==> src/rtl/fifo_stream_reader.sv <==
// fifo_stream_reader: consumer end of a show-ahead FIFO.
// Pops FIFO words into a two-entry output buffer (head + skid) and presents
// them as a valid/ready stream with out_last every PKT_LEN accepted beats.
// fifo_read depends only on registered state, registered occupancy and
// fifo_empty, so it never has a combinational path from out_ready.
// Optional statistics outputs (beat_count, drop_count) are compiled in when
// the macro FIFO_STREAM_READER_STATS_EN is defined.
module fifo_stream_reader #(
  parameter int unsigned DATA_WIDTH = 8,
  parameter int unsigned PKT_LEN    = 16
) (
  input  logic                  clk,
  input  logic                  rst,
  input  logic [DATA_WIDTH-1:0] fifo_rdata,
  input  logic                  fifo_empty,
  output logic                  fifo_read,
  input  logic                  enable,
  input  logic                  flush,
  output logic [DATA_WIDTH-1:0] out_data,
  output logic                  out_valid,
  input  logic                  out_ready,
  output logic                  out_last,
`ifdef FIFO_STREAM_READER_STATS_EN
  output logic [31:0]           beat_count,
  output logic [15:0]           drop_count,
`endif
  output logic                  busy
);

  localparam int unsigned    CNT_W    = (PKT_LEN > 1) ? $clog2(PKT_LEN) : 1;
  localparam logic [CNT_W-1:0] CNT_LAST = CNT_W'(PKT_LEN - 1);

  typedef enum logic [1:0] {
    ST_IDLE  = 2'd0,
    ST_RUN   = 2'd1,
    ST_FLUSH = 2'd2
  } state_t;

  state_t                state;
  logic [1:0]            occ;
  logic [DATA_WIDTH-1:0] head;
  logic [DATA_WIDTH-1:0] skid;
  logic [CNT_W-1:0]      pkt_cnt;

  logic                  accept;
  logic                  buf_pop;
  logic [1:0]            occ_acc;
  logic [1:0]            occ_next;
  logic [DATA_WIDTH-1:0] head_next;
  logic [DATA_WIDTH-1:0] skid_next;

  // Stream outputs are pure functions of the registered buffer and counter.
  assign out_valid = (occ != 2'd0);
  assign out_data  = head;
  assign out_last  = out_valid && (pkt_cnt == CNT_LAST);
  assign busy      = (state != ST_IDLE) || out_valid;

  // Pop strobe, handshake decode and next buffer contents.
  // The accept is applied first (skid slides to head), then the popped word
  // lands in the first entry left free, which keeps word order intact.
  always_comb begin
    fifo_read = 1'b0;
    if (!fifo_empty) begin
      if (state == ST_FLUSH)
        fifo_read = 1'b1;
      else if (state == ST_RUN && occ != 2'd2)
        fifo_read = 1'b1;
    end

    accept    = out_valid && out_ready;
    buf_pop   = fifo_read && (state == ST_RUN);
    occ_acc   = occ - {1'b0, accept};
    occ_next  = occ_acc + {1'b0, buf_pop};

    head_next = head;
    skid_next = skid;
    if (accept)
      head_next = skid;
    if (buf_pop) begin
      if (occ_acc == 2'd0)
        head_next = fifo_rdata;
      else
        skid_next = fifo_rdata;
    end
  end

  // Control FSM: flush has top priority, then flush drain, then enable.
  always_ff @(posedge clk) begin
    if (rst) begin
      state <= ST_IDLE;
    end else if (flush) begin
      state <= ST_FLUSH;
    end else begin
      case (state)
        ST_FLUSH: if (fifo_empty) state <= ST_IDLE;
        ST_IDLE:  if (enable)     state <= ST_RUN;
        ST_RUN:   if (!enable)    state <= ST_IDLE;
        default:                  state <= ST_IDLE;
      endcase
    end
  end

  // Output buffer: flush discards everything held, including a word popped
  // in the same cycle.
  always_ff @(posedge clk) begin
    if (rst) begin
      occ  <= 2'd0;
      head <= '0;
      skid <= '0;
    end else if (flush) begin
      occ  <= 2'd0;
    end else begin
      occ  <= occ_next;
      head <= head_next;
      skid <= skid_next;
    end
  end

  // Packet position counter; survives RUN<->IDLE so a paused packet resumes.
  always_ff @(posedge clk) begin
    if (rst || flush) begin
      pkt_cnt <= '0;
    end else if (accept) begin
      if (pkt_cnt == CNT_LAST)
        pkt_cnt <= '0;
      else
        pkt_cnt <= pkt_cnt + 1'b1;
    end
  end

`ifdef FIFO_STREAM_READER_STATS_EN
  logic [1:0]  drop_now;
  logic [16:0] drop_sum;

  // Words lost this cycle: pops while draining, plus whatever the buffer
  // would have held after this cycle's update when flush is sampled.
  always_comb begin
    drop_now = {1'b0, (state == ST_FLUSH) && fifo_read};
    if (flush)
      drop_now = drop_now + occ_next;
    drop_sum = {1'b0, drop_count} + 17'(drop_now);
  end

  // Statistics counters, cleared only by reset.
  always_ff @(posedge clk) begin
    if (rst) begin
      beat_count <= '0;
      drop_count <= '0;
    end else begin
      if (accept)
        beat_count <= beat_count + 32'd1;
      drop_count <= drop_sum[16] ? 16'hFFFF : drop_sum[15:0];
    end
  end
`endif

endmodule

==> config.mk <==
export PLATFORM = sky130hd
export DESIGN_NAME = fifo_stream_reader
export DESIGN_NICKNAME = d
export VERILOG_FILES = /design/src/rtl/fifo_stream_reader.sv
export SDC_FILE = /design/constraint.sdc
export NUM_CORES = 1
export LEC_CHECK = 0
export CAP_MARGIN = 20
export CELL_PAD_IN_SITES_DETAIL_PLACEMENT = 1
export CELL_PAD_IN_SITES_GLOBAL_PLACEMENT = 2
export CORE_UTILIZATION = 29
export CTS_BUF_LIST = sky130_fd_sc_hd__clkbuf_4
export CTS_CLUSTER_SIZE = 10
export DETAILED_ROUTE_END_ITERATION = 6
export HOLD_SLACK_MARGIN = 0.08
export PLACE_DENSITY_LB_ADDON = 0.1
export SLEW_MARGIN = 5
export SYNTH_ARGS = -nofsm -noshare
export SYNTH_HDL_FRONTEND = slang
export SYNTH_SLANG_ARGS = --single-unit
==> constraint.sdc <==
create_clock -name clk -period 1.5 [get_ports clk]
set_clock_uncertainty 0.05 [all_clocks]
set_input_delay 0.15 -clock clk [delete_from_list [all_inputs] [get_ports clk]]
set_output_delay 0.15 -clock clk [all_outputs]
set_load 0.05 [all_outputs]
==> impl_results.md, run 1 <==
- Synth Area in Compound Gates: 27.0%
- CP Cell Sequence: buf_4 > or4b_4 > buf_12 > nor4_4 > a2111oi_2
- Io pins: 26
- FF+latch area: 500 um^2
- Placed instance area: 0.00193 mm^2
- Cell with the most instances after synthesis: dfxtp_1
- Seq/Total Area, Yosys: 34.1%
- Static leakage: 0.757 nW
- ANT nets after route: 0
- CTS Buf Count: 3
- Share of the synthesized area in the top cell type: 34.1%
- Area contributors post-synth: dfxtp_1 34%, a2111oi_2 8.5%, nor4_2 7.1%
- DRC violation count after routing: 0
- Remaining global-route overflow: 0
- Iter 0 DRT Violations: 24
- CTS Sinks: 24
- Final worst setup slack: -135 ps
- Post-route cell area: 0.00221 mm^2
- Synthesis-to-finish area growth: 56.7%
- Adder-cell share of the synthesized area: 1.78%
- Crit-path max FO: 8
- Rel. slew slack: 71.7%
- Post-Layout Cell Count: 258
- Vias in the first global route: 1431
- Critical path class: flop to flop
- Tot Pwr: 1.18 mW
- Syn nets: 170
- Worst Path Required: 1660 ps
- Largest net degree at the start of global routing: 20
- Layout cell share with drive strength beyond 1: 47.1%
- Post-Synthesis Cells: 154
- Final setup vio count: 12
- EDFF count, synth: 0
- Die ar.: 0.00514 mm^2
- Largest family of logic cells by synthesized area: simple AND/OR/NAND/NOR gates
- Starting density of the core: 31.3%
- Asr flop ratio synth: 0%
- Via count: 1373
- Port buffer count: 25
- Routed wire length: 4450 um
- Gpl congestion: 0.732
- Synth cell count leaders: 24 x dfxtp_1, 14 x a21oi_1, 10 x inv_1
- Iteration count of the initial detailed-routing pass: 4
- Initial antenna violation count: 0
- Fin util: 49.0%
- H-tree levels: 1
- Chip Height: 71.7 um
- CP bufs+invs: 2
- RSZ-0062 raised after global routing: true
- Critical path endpoint category: flop
- Power Density: 535 mW/mm^2
- Final HPWL DP: 3220 um
- Post-DR vias/cell: 5.32
- Final nets: 224
- Failing checks: setup timing
- Diode count: 0
- Yosys reg bits: 24
- CTS tree: done
- Root buf cell: clkbuf_4
- Hold Slack: 321 ps
- Final min period: 1630 ps
- Total GRT Usage: 18.4%
- Final period util: 109%
- Max Fclk: 0.612 GHz
- Max Root-Sink Buffers: 2
- Die width: 71.7 um
- Biggest area consumer among synthesized cells: dfxtp_1
- DP Cell Count: 248
- Worst EP arrival: 1790 ps
- Max cap viols: 0
- Post-synthesis mux area share: 0%
- XOR/XNOR Fraction of Synth Area: 0.622%
- Critical Path Max Stage Delay: 530 ps
- Clk Latency, worst-skew pair: 320 ps
- Avg WL per Cell: 17.3 um
- Prevailing post-synth register cell: dfxtp_1
- Status: finished with violations
- Max-slew violation count: 0
- Max IR drop VDD: 0.308 mV
- Worst Max-Slew Pin Slew: 421 ps
- First-pass GRT wire length: 7270 um
- Placement row count: 24
- Core area: 0.00450 mm^2
- Multi-input logic area: 975 um^2
- Simple-Gate Fraction of Synth Area: 28.3%
- Hold Vio Cnt, Final: 0
- Synth cell types: 37
- Mapped cell area: 0.00141 mm^2
- Slowest CP cell: or4b_4
- Mapped Avg Cell Area: 9.15 um^2
- Yosys warns: 0
- CP delay by family, top: simple AND/OR/NAND/NOR gates
- Worst-path clk slew: 130 ps
- Fillers: 505
- Startpoint Class: flop
- Hold crit path type: input port to flop
[path summary, 6_finish.rpt]
check,from,to,slack [ps],cells past startpoint
setup / recovery,occ[1],out_data[7],-130,5
hold / removal,enable,state[0],320,2
setup reg to reg,occ[1],out_data[7],-130,5
hold reg to reg,skid[6],skid[6],440,2
[power breakdown]
part           leakage [nW]  switching, mW  internal [mW]
logic                 0.545          0.128          0.116
registers             0.198        0.00643          0.636
clock network        0.0138          0.200         0.0942
total                 0.757          0.334          0.846
[layout by cell type (no fill, tap or decap), drive strengths merged, types with 2 or more instances in the layout]
cell / n
inv: 11
a2111oi: 8
a21oi: 15
ha: 2
clkbuf: 3
o31ai: 8
nor2: 6
nand2b: 3
nor2b: 5
nand4: 8
buf: 52
nor4: 16
o21ai: 3
clkdlybuf4s50: 12
dfxtp: 24
nand2: 3
a21o: 9
o21a: 2
or3: 2
nor3b: 2
[through the flow]
| step | setup WS, ps | TNS, ps |
|---|---|---|
| floorplan | -55.1 | -292 |
| global route | -184 | -1790 |
| global placement | -325 | -5270 |
| finish | -135 | -1150 |
| CTS | -142 | -1250 |
| detailed placement | -375 | -6220 |
[repair_timing]
item / in CTS / in global routing
gates resized for setup: 32 / 15
hold buffers: 0 / 0
setup buffers: 9 / 2
setup endpoints to repair: 22 / 21
pin swaps: 5 / 6
[routing by layer]
layer,wire (um),up-vias,GRT usage [%]
li1,-,690,-
met4,30,0,3.49
met3,98,4,3.52
met1,2180,658,25.6
met5,0,-,0
met2,2140,21,29.9
[final cells by class]
| class | count | area share, % |
|---|---|---|
| Multi-Input combinational cell | 103 | 44.1 |
| Tap cell | 52 | 2.95 |
| Clock buffer | 3 | 1.02 |
| Timing Repair Buffer | 65 | 27.4 |
| Sequential cell | 24 | 22.7 |
| Inverter | 11 | 1.87 |
[logic make-up after synthesis]
kind of cell | count (synthesis)
buf+inv | 27
fa+ha+maj | 2
compound gates | 47
flops | 24
xor+xnor | 1
simple gates | 53
[state kept, by name, summed over array words and instances (netlist names)]
signal and count:
occ 2, state 2, pkt_cnt 4, skid 8
out_data 8
Power figures use the tool's default switching activity.
==> inputs of run 2 (changes only) <==
--- a/config.mk
+++ b/config.mk
@@ -12,9 +12,8 @@
 export CTS_BUF_LIST = sky130_fd_sc_hd__clkbuf_4
 export CTS_CLUSTER_SIZE = 10
 export DETAILED_ROUTE_END_ITERATION = 6
-export HOLD_SLACK_MARGIN = 0.08
 export PLACE_DENSITY_LB_ADDON = 0.1
-export SLEW_MARGIN = 5
+export SLEW_MARGIN = 20
 export SYNTH_ARGS = -nofsm -noshare
 export SYNTH_HDL_FRONTEND = slang
 export SYNTH_SLANG_ARGS = --single-unit
==> results of run 2 <==
No change in the layout: final DEF, timing and power equal those of run 1.
